--- src/rtl/pipeline_hazard_ctrl.sv ---
// Pipeline hazard controller: prioritised stall/flush/hold decode plus a
// memory-wait FSM with watchdog and a saturating stall-cycle counter.
module pipeline_hazard_ctrl (
  input  logic        clk,
  input  logic        rst,
  input  logic [4:0]  id_rs1,
  input  logic [4:0]  id_rs2,
  input  logic        id_use_rs1,
  input  logic        id_use_rs2,
  input  logic        ex_mem_read,
  input  logic [4:0]  ex_rd,
  input  logic        ex_branch_taken,
  input  logic        mem_busy,
  output logic        pc_stall,
  output logic        if_id_stall,
  output logic        if_id_flush,
  output logic        ID_stall,
  output logic        id_ex_hold,
  output logic        ex_mem_hold,
  output logic        mem_wb_bubble,
  output logic [15:0] stall_cycles,
  output logic        mem_timeout
);

  typedef enum logic {RUN, MEM_WAIT} state_t;

  state_t      state_q;
  logic [7:0]  wait_cnt_q;
  logic        mem_timeout_q;
  logic [15:0] stall_cycles_q;
  logic [15:0] stall_cycles_d;
  logic        load_use;

  // x0 is hard-wired zero, so a load targeting it never creates a dependency
  always_comb begin
    load_use = ex_mem_read && (ex_rd != 5'd0) &&
               ((id_use_rs1 && (id_rs1 == ex_rd)) ||
                (id_use_rs2 && (id_rs2 == ex_rd)));
  end

  always_comb begin
    pc_stall      = 1'b0;
    if_id_stall   = 1'b0;
    if_id_flush   = 1'b0;
    ID_stall      = 1'b0;
    id_ex_hold    = 1'b0;
    ex_mem_hold   = 1'b0;
    mem_wb_bubble = 1'b0;
    if (!rst) begin
      if (mem_busy) begin
        pc_stall      = 1'b1;
        if_id_stall   = 1'b1;
        id_ex_hold    = 1'b1;
        ex_mem_hold   = 1'b1;
        mem_wb_bubble = 1'b1;
      end else if (ex_branch_taken) begin
        if_id_flush = 1'b1;
        ID_stall    = 1'b1;
      end else if (load_use) begin
        pc_stall    = 1'b1;
        if_id_stall = 1'b1;
        ID_stall    = 1'b1;
      end
    end
  end

  always_ff @(posedge clk or posedge rst) begin
    if (rst) begin
      state_q       <= RUN;
      wait_cnt_q    <= 8'd0;
      mem_timeout_q <= 1'b0;
    end else begin
      case (state_q)
        RUN: begin
          if (mem_busy) begin
            state_q    <= MEM_WAIT;
            wait_cnt_q <= 8'd0;
          end
        end
        MEM_WAIT: begin
          if (!mem_busy) begin
            state_q <= RUN;
          end else if (wait_cnt_q == 8'hFF) begin
            mem_timeout_q <= 1'b1;
          end else begin
            wait_cnt_q <= wait_cnt_q + 8'd1;
          end
        end
        default: state_q <= RUN;
      endcase
    end
  end

  always_comb begin
    stall_cycles_d = stall_cycles_q;
    if (pc_stall && (stall_cycles_q != 16'hFFFF)) begin
      stall_cycles_d = stall_cycles_q + 16'd1;
    end
  end

  always_ff @(posedge clk or posedge rst) begin
    if (rst) begin
      stall_cycles_q <= 16'd0;
    end else begin
      stall_cycles_q <= stall_cycles_d;
    end
  end

  assign stall_cycles = stall_cycles_q;
  assign mem_timeout  = mem_timeout_q;

endmodule

--- config.mk ---
export PLATFORM = sky130hd
export DESIGN_NAME = pipeline_hazard_ctrl
export DESIGN_NICKNAME = d
export VERILOG_FILES = /design/src/rtl/pipeline_hazard_ctrl.sv
export SDC_FILE = /design/constraint.sdc
export NUM_CORES = 1
export LEC_CHECK = 0
export BUFFER_PORTS_ARGS = -buffer_cell sky130_fd_sc_hd__clkbuf_2
export CAP_MARGIN = 20
export CORE_MARGIN = 4
export CORE_UTILIZATION = 50
export DETAILED_ROUTE_END_ITERATION = 10
export PLACE_DENSITY = 0.78
export SLEW_MARGIN = 15
export SYNTH_ARGS = -nofsm -noshare
export SYNTH_HDL_FRONTEND = slang
export SYNTH_SLANG_ARGS = --single-unit
--- constraint.sdc ---
create_clock -name clk -period 2.1 [get_ports clk]
set_clock_uncertainty 0.15 [all_clocks]
set_input_delay 0.21 -clock clk [delete_from_list [all_inputs] [get_ports clk]]
set_output_delay 0.21 -clock clk [all_outputs]
set_load 0.03 [all_outputs]
==> flow_summary.yaml, run 1 <==
power:
  total_power_uw: 1370
  ir_drop_mv: 0.491
  p_switching_uw: 468
  p_leak_uw: 0.000903
  swShare_pct: 34.3
  power_density_nw_per_um2: 745
  p_clk_share_pct: 25.3
  p_comb_share_pct: 28.5
  seqPwrFrac_pct: 46.2
  p_int_uw: 897
sta:
  grt_setup_unrepaired: "no"
  fmax_mhz: 502
  finalMaxSlewViolations: 0
  timing.final.crit_share_pct: 94.8
  min_period_ps: 1990
  tightest_slew_ps: 369
  setup_viol: 0
  setup_ws_ps: 108
  relSlewSlack_pct: 75.3
  finalHoldViolCount: 0
  fin_setup_tns_ps: 0
worst_setup_path:
  crit_arrival_ps: 1630
  timing.rr.end: "stall_cycles[6]"
  cp_data_required_time_ps: 1740
  rrSetupSlack_ps: 200
  worstPathMaxFanout: 9
  r2r-start: "stall_cycles[0]"
  path_class: "primary input to output pin"
  rr_worst_depth: 7
  critical_path.slowest_cell: "dlygate4sd3_1"
  cp_cell_sequence: "dlygate4sd3_1 -> clkbuf_2 -> nor2b_2 -> a21o_4 -> clkbuf_2"
  crit_path_max_incr_delay_ps: 530
  crit_path_end_kind: "output pin"
  crit_top_cell: "clkbuf_2"
  startpoint: "mem_busy"
  critPathLaunchType: "primary input"
place:
  dp_slack_ps: 1.65
  gp_congestion: 0.900
  placed_cell_area_um2: 1760
  port_buffers: 45
  dp_hpwl_um: 2770
synth:
  yosys-mux-area-fraction_pct: 1.42
  synth_flop_cell: "dfrtp_1"
  yosysSeqAreaShare_pct: 43.4
  ys_top_cells_by_area: "dfrtp_1 43%, xnor2_1 15%, nand3_2 6.0%"
  synth_enable_flop_cells: 0
  synthXorXnorAreaFrac_pct: 15.8
  syn_nets: 171
  ys_ff_latch: 26
  synth_compound_area_share_pct: 6.43
  ys_types: 32
  synth_cells: 147
  synth_area_um2: 1500
  synthSimpleGateAreaFrac_pct: 27.2
  synth_area_per_cell_um2: 10.2
  synthArstFlopShare_pct: 100
  synth_top_area_share_pct: 43.4
  synth_top_family_by_area: "simple AND/OR/NAND/NOR gates"
  synth_top_area_cell: "dfrtp_1"
  yosys_warnings: 0
  synth-adder-area-share_pct: 1.67
grt:
  overflow: 0
  grt_pass1_wl_um: 5990
  antenna_found_initial: 0
  grt_pass1_vias: 1300
  grt_max_degree: 27
  grtUsageTotal_pct: 18.7
finish:
  drive_gt1_share_pct: 34.8
  finalInstanceArea_um2: 1830
  nets: 223
  final_cell_mix: "45 x clkbuf_2, 26 x xnor2_1, 26 x dfrtp_1, 14 x and3_1"
  final_common_cell: "clkbuf_2"
  area_delta_synth_final_pct: 22.3
  finish.utilization_pct: 65.3
  antenna-diode-count: 0
min_path:
  hold_path.class: "primary input to register"
  hold_path_depth: 5
  min_from: "ex_branch_taken"
  hold_end: "stall_cycles[3]"
routing:
  vias: 1292
  drtAntennaViolNets: 0
  wl_um: 3550
  via_per_inst: 5.64
  drt_drc_violations_left: 0
  drtPass1Iterations: 4
  post_drt_wl_per_cell_um: 15.5
  initialDrtViolationCount: 48
die:
  die_w_um: 62.8
  core_um2: 2810
  rows: 19
  initial_core_util_pct: 53.4
  ios: 46
  die-area_um2: 3940
  fp.dieH_um: 62.8
cts:
  clk_path_buf_depth: 2
  root_buffer: "clkbuf_4"
  cts.sinks: 26
  post_cts_buffers: 0
  path_clk_slew_ps: 140
  cts_made_buffers: 3
  h-tree-depth: 1
  clock_latency_ps: 320
  cts_tree: "built"
run:
  drv_cap: 0
run_status:
  outcome: "completed"
==> kinds of logic (layout without fill, tap and decap cells) <==
family          count (synthesis)  after routing
fa+ha+maj                       2              2
compound gates                 13             13
mux                             2              2
xor+xnor                       27             27
buf+inv                         9             60
simple gates                   68             68
flops                          26             26
==> worst max-delay path, delay by kind of cell <==
family                 cells  cell delay [ps]
AND/OR/NAND/NOR            1              270
AO/OA/AOI/OAI              1              190
buffers and inverters      3              950
==> final cells by class <==
cell class / count / area, µm²
Fill cell: 227 / 972
Multi-Input combinational cell: 112 / 790
Sequential cell: 26 / 651
Timing Repair Buffer: 53 / 290
Tap cell: 31 / 38.8
Clock inverter: 1 / 30.0
Clock buffer: 3 / 22.5
Inverter: 3 / 11.3
==> stage by stage <==
stage	std cells	hold WS, ps
2_1_floorplan	147	91.4
3_3_place_gp	223	159
3_5_place_dp	223	171
4_1_cts	229	319
5_1_grt	229	331
6_report	229	329
==> power groups by stage <==
stage / clock, µW / sequential, µW / combinational (µW)
floorplan: 0 / 731 / 168
global placement: 0 / 633 / 378
detailed placement: 0 / 641 / 387
CTS: 348 / 632 / 393
global route: 371 / 642 / 420
finish: 345 / 631 / 390
==> routing by layer <==
metal  share of wire, %  up-vias  routed length (µm)  global-route usage, %
met5                  0        -                   0                      0
met3                3.7        6                 133                   3.06
met4                1.4        0                  49                   7.16
met2                 56       41                1980                   35.7
li1                   -      614                   -                      -
met1                 39      631                1380                   20.4
==> cell usage after synthesis (4+ instances only) <==
cell and instances:
dfrtp_1 26, xnor2_1 26, and3_1 14, nand3_2 9, nor2_1 9, nand2_1 8, nand3_1 8, nand4_1 8
buf_4 4
==> registers in the layout (all words and copies together) (netlist names) <==
register,cells
state_q,1
mem_timeout,1
wait_cnt_q,8
stall_cycles,16
==> what timing repair did <==
item,in CTS,in global routing
endpoints found under the setup margin,0,2
hold buffers,2,0
gates resized for setup,0,1
hold endpoints to repair,27,0
==> worst max path at each step <==
| stage | to | depth (start not counted) |
|---|---|---|
| detailed placement | stall_cycles[12] | 8 |
| finish | pc_stall | 5 |
| global route | pc_stall | 5 |
| floorplan | stall_cycles[2] | 7 |
| global placement | stall_cycles[1] | 7 |
| CTS | pc_stall | 5 |
No activity file was read; power rests on OpenSTA's default activity.
==> run 2: changes to the inputs <==
Settings changed: BUFFER_PORTS_ARGS -buffer_cell sky130_fd_sc_hd__clkbuf_2 to -buffer_cell sky130_fd_sc_hd__buf_4.
==> flow_summary.yaml, run 2 (synthesis results as in run 1) <==
run_status:
  outcome: "completed"
die:
  die-area_um2: 3940
  rows: 19
  initial_core_util_pct: 53.4
  die_w_um: 62.8
  fp.dieH_um: 62.8
  ios: 46
  core_um2: 2810
sta:
  setup_viol: 0
  finalHoldViolCount: 0
  fmax_mhz: 488
  tightest_slew_ps: 346
  setup_ws_ps: 49.8
  grt_setup_unrepaired: "no"
  fin_setup_tns_ps: 0
  finalMaxSlewViolations: 0
  min_period_ps: 2050
  relSlewSlack_pct: 76.8
  timing.final.crit_share_pct: 97.6
place:
  port_buffers: 45
  gp_congestion: 0.806
  dp_hpwl_um: 2690
  dp_slack_ps: 62.1
worst_setup_path:
  cp_cell_sequence: "dlygate4sd3_1 -> buf_4 -> nor2b_1 -> a21o_4 -> buf_12 -> buf_4"
  worstPathMaxFanout: 16
  critical_path.slowest_cell: "dlygate4sd3_1"
  crit_arrival_ps: 1690
  crit_path_max_incr_delay_ps: 530
  crit_path_end_kind: "output pin"
  r2r-start: "stall_cycles[0]"
  crit_top_cell: "buf_4"
  worst-path-buf-inv: 4
  cp_data_required_time_ps: 1740
  startpoint: "mem_busy"
  path_class: "primary input to output pin"
  crit_family: "buffers and inverters"
  critPathLaunchType: "primary input"
routing:
  initialDrtViolationCount: 61
  via_per_inst: 5.32
  wl_um: 3350
  drtPass1Iterations: 4
  drt_drc_violations_left: 0
  drtAntennaViolNets: 0
  post_drt_wl_per_cell_um: 14.6
  vias: 1218
power:
  p_leak_uw: 0.000936
  ir_drop_mv: 0.660
  power_density_nw_per_um2: 732
cts:
  cts.sinks: 26
  root_buffer: "clkbuf_4"
  cts_made_buffers: 3
  post_cts_buffers: 0
  path_clk_slew_ps: 140
  clk_path_buf_depth: 2
  cts_tree: "built"
  clock_latency_ps: 310
  h-tree-depth: 1
grt:
  grtUsageTotal_pct: 18.4
  overflow: 0
  grt_max_degree: 27
  grt_pass1_wl_um: 5870
  grt_pass1_vias: 1322
  antenna_found_initial: 0
finish:
  final_common_cell: "buf_4"
  final_cell_mix: "50 x buf_4, 26 x xnor2_1, 26 x dfrtp_1, 13 x and3_1, 10 x nand3_2"
  nets: 223
  antenna-diode-count: 0
  area_delta_synth_final_pct: 31.1
  largest_register_ffs: 16
  drive_gt1_share_pct: 35.9
min_path:
  hold_path.class: "primary input to register"
  min_from: "ex_branch_taken"
run:
  drv_cap: 0
## run 2: cell count changes in the layout (fill, tap and decap cells not counted), sizes merged
cell,delta
clkbuf,-45
buf,+45
## run 2: what timing repair did
item	in CTS	in global routing
gates resized for setup	0	3
hold buffers	2	0
setup endpoints to repair	0	6
hold endpoints to repair	28	0
## run 2: layout make-up
class	instances	area (µm²)
Fill cell	230	841
Multi-Input combinational cell	112	796
Clock inverter	1	30.0
Clock buffer	3	22.5
Timing Repair Buffer	53	415
Inverter	3	11.3
Sequential cell	26	651
Tap cell	31	38.8
## run 2: report_power, final
part / switching (µW) / internal (µW)
registers: 64.6 / 561
logic: 269 / 206
clock network: 145 / 193
## run 2: worst min-delay path, stage by stage
cell     delay, ps
buf_4           90
nor3_1          50
a21o_4         220
nand2_2         80
xnor2_1         70
## run 2: per-layer routing
metal / global-route usage, % / part of all wire [%] / vias up
li1: - / - / 615
met2: 33.7 / 54 / 18
met1: 21.7 / 42 / 581
met3: 2.34 / 2.4 / 4
met4: 7.16 / 1.6 / 0
met5: 0 / 0 / -
## run 2: stage by stage
step	cells	utilization (%)	power (µW)	instance area (µm²)	hold WS (ps)
final	229	70.0	1440	1960	287
after global routing	229	70.0	1520	1960	283
after CTS	229	69.7	1450	1960	313
after detailed placement	223	67.1	1110	1880	160
after global placement	223	67.1	1080	1880	158
after floorplan	147	-	899	1500	91.4
## run 2: worst paths after layout
kind | endpoint | slack [ps] | depth (start not counted)
setup / recovery | if_id_stall | 50 | 6
hold / removal | stall_cycles[0] | 290 | 5
hold reg to reg | mem_timeout | 340 | 1
max in group asynchronous | stall_cycles[14] | 1190 | 4
min in group asynchronous | state_q | 360 | 4
setup reg to reg | stall_cycles[6] | 150 | 7
==> run 3: changes to the inputs <==
Settings changed: CORE_ASPECT_RATIO set to 2, TNS_END_PERCENT set to 50.
==> flow_summary.yaml, run 3 (synthesis results as in run 1) <==
grt:
  grt_max_degree: 27
  antenna_found_initial: 0
  grt_pass1_vias: 1303
  grt_pass1_wl_um: 5900
  grtUsageTotal_pct: 19.9
  overflow: 0
sta:
  finalHoldViolCount: 0
  fin_setup_tns_ps: 0
  hold_slack_ps: 36.7
  finalMaxSlewViolations: 0
  grt_setup_unrepaired: "no"
  setup_viol: 0
  tightest_slew_ps: 364
  min_period_ps: 2010
  timing.final.crit_share_pct: 95.7
  relSlewSlack_pct: 75.6
  fmax_mhz: 498
routing:
  initialDrtViolationCount: 20
  drtPass1Iterations: 4
  via_per_inst: 5.53
  drtAntennaViolNets: 0
  wl_um: 3550
  vias: 1250
  post_drt_wl_per_cell_um: 15.7
  drt_drc_violations_left: 0
place:
  port_buffers: 45
  dp_hpwl_um: 2830
  placed_cell_area_um2: 1880
  gp_congestion: 0.721
  dp.cells: 221
finish:
  antenna-diode-count: 0
  fillCellCount: 254
  largest_register_ffs: 16
  final_common_cell: "buf_4"
  finalInstanceArea_um2: 1940
  final_cell_mix: "50 x buf_4, 26 x xnor2_1, 26 x dfrtp_1, 14 x and3_1"
  area_delta_synth_final_pct: 29.7
  drive_gt1_share_pct: 34.5
  fin_cells: 226
  nets: 223
run:
  drv_cap: 0
die:
  die_w_um: 46.7
  ios: 46
  core_um2: 2800
  initial_core_util_pct: 53.5
  fp.dieH_um: 85.4
  die-area_um2: 3990
  rows: 27
power:
  p_int_uw: 879
  swShare_pct: 34.4
  p_leak_uw: 0.000932
  power_density_nw_per_um2: 689
  ir_drop_mv: 0.589
  seqPwrFrac_pct: 47.1
  p_switching_uw: 461
  p_clk_share_pct: 20.3
  total_power_uw: 1340
  p_comb_share_pct: 32.6
cts:
  clk_path_buf_depth: 2
  h-tree-depth: 1
  path_clk_slew_ps: 80
  cts_tree: "built"
  clock_latency_ps: 270
  root_buffer: "clkbuf_8"
  cts.sinks: 26
  cts_made_buffers: 3
worst_setup_path:
  cp_data_required_time_ps: 1740
  worstPathMaxFanout: 15
  crit_arrival_ps: 1650
  crit_path_end_kind: "output pin"
  critPathLaunchType: "primary input"
  path_class: "primary input to output pin"
min_path:
  hold_path.class: "primary input to register"
run_status:
  outcome: "completed"
-- run 3: changes by cell type in the layout (fill, tap and decap cells not counted) --
cell,change
clkbuf_4,-3
and3_2,-1
nor2b_1,-1
clkbuf_8,+3
nor2b_2,+1
nand2_1,+1
nand3_1,+1
nand2_2,-1
bufinv_16,-1
nand3_2,-1
and3_1,+1
-- run 3: what timing repair did --
item,CTS,global route
endpoints found under the hold margin,27,0
setup endpoints to repair,0,1
gates resized for setup,0,1
hold buffers,2,0
buffers inserted,0,0
-- run 3: final timing paths --
check / startpoint / to / slack [ps] / depth (start not counted)
hold reg to reg: stall_cycles[15] / stall_cycles[15] / 340 / 1
setup reg to reg: stall_cycles[0] / stall_cycles[7] / 160 / 7
setup / recovery: ex_rd[1] / if_id_stall / 90 / 7
min in group asynchronous: rst / stall_cycles[12] / 440 / 4
max in group asynchronous: rst / stall_cycles[7] / 1110 / 4
hold / removal: mem_busy / wait_cnt_q[4] / 40 / 2
-- run 3: area by class of cell --
type                            count  area (µm²)  area share, %
Tap cell                           29        36.3           1.87
Clock buffer                        3        41.3           2.12
Timing Repair Buffer               53         415           21.4
Inverter                            3        11.3          0.579
Multi-Input combinational cell    112         790           40.6
Sequential cell                    26         651           33.5
-- run 3: through the flow --
stage	util (%)	worst slack (ps)
2_1_floorplan	-	97.5
3_3_place_gp	67.1	110
3_5_place_dp	67.1	66.8
4_1_cts	69.3	32.3
5_1_grt	69.3	21.7
6_report	69.3	90.3
-- run 3: layer usage --
layer	routed length [µm]	GRT usage (%)
met5	0	0
met4	42	6.05
met3	302	2.76
met1	1230	21.6
met2	1970	37.1
-- run 3: critical path: stages --
cell and delay (ps):
buf_4 130, or4_1 550, o21ai_2 140, nor3_1 70, a21o_4 230, buf_12 150
buf_4 170
-- run 3: power groups by stage --
stage / registers [µW] / clock network (µW) / logic, µW
after detailed placement: 640 / 0 / 439
after CTS: 632 / 279 / 442
after global placement: 638 / 0 / 428
final: 631 / 272 / 438
after floorplan: 731 / 0 / 168
after global routing: 643 / 305 / 471
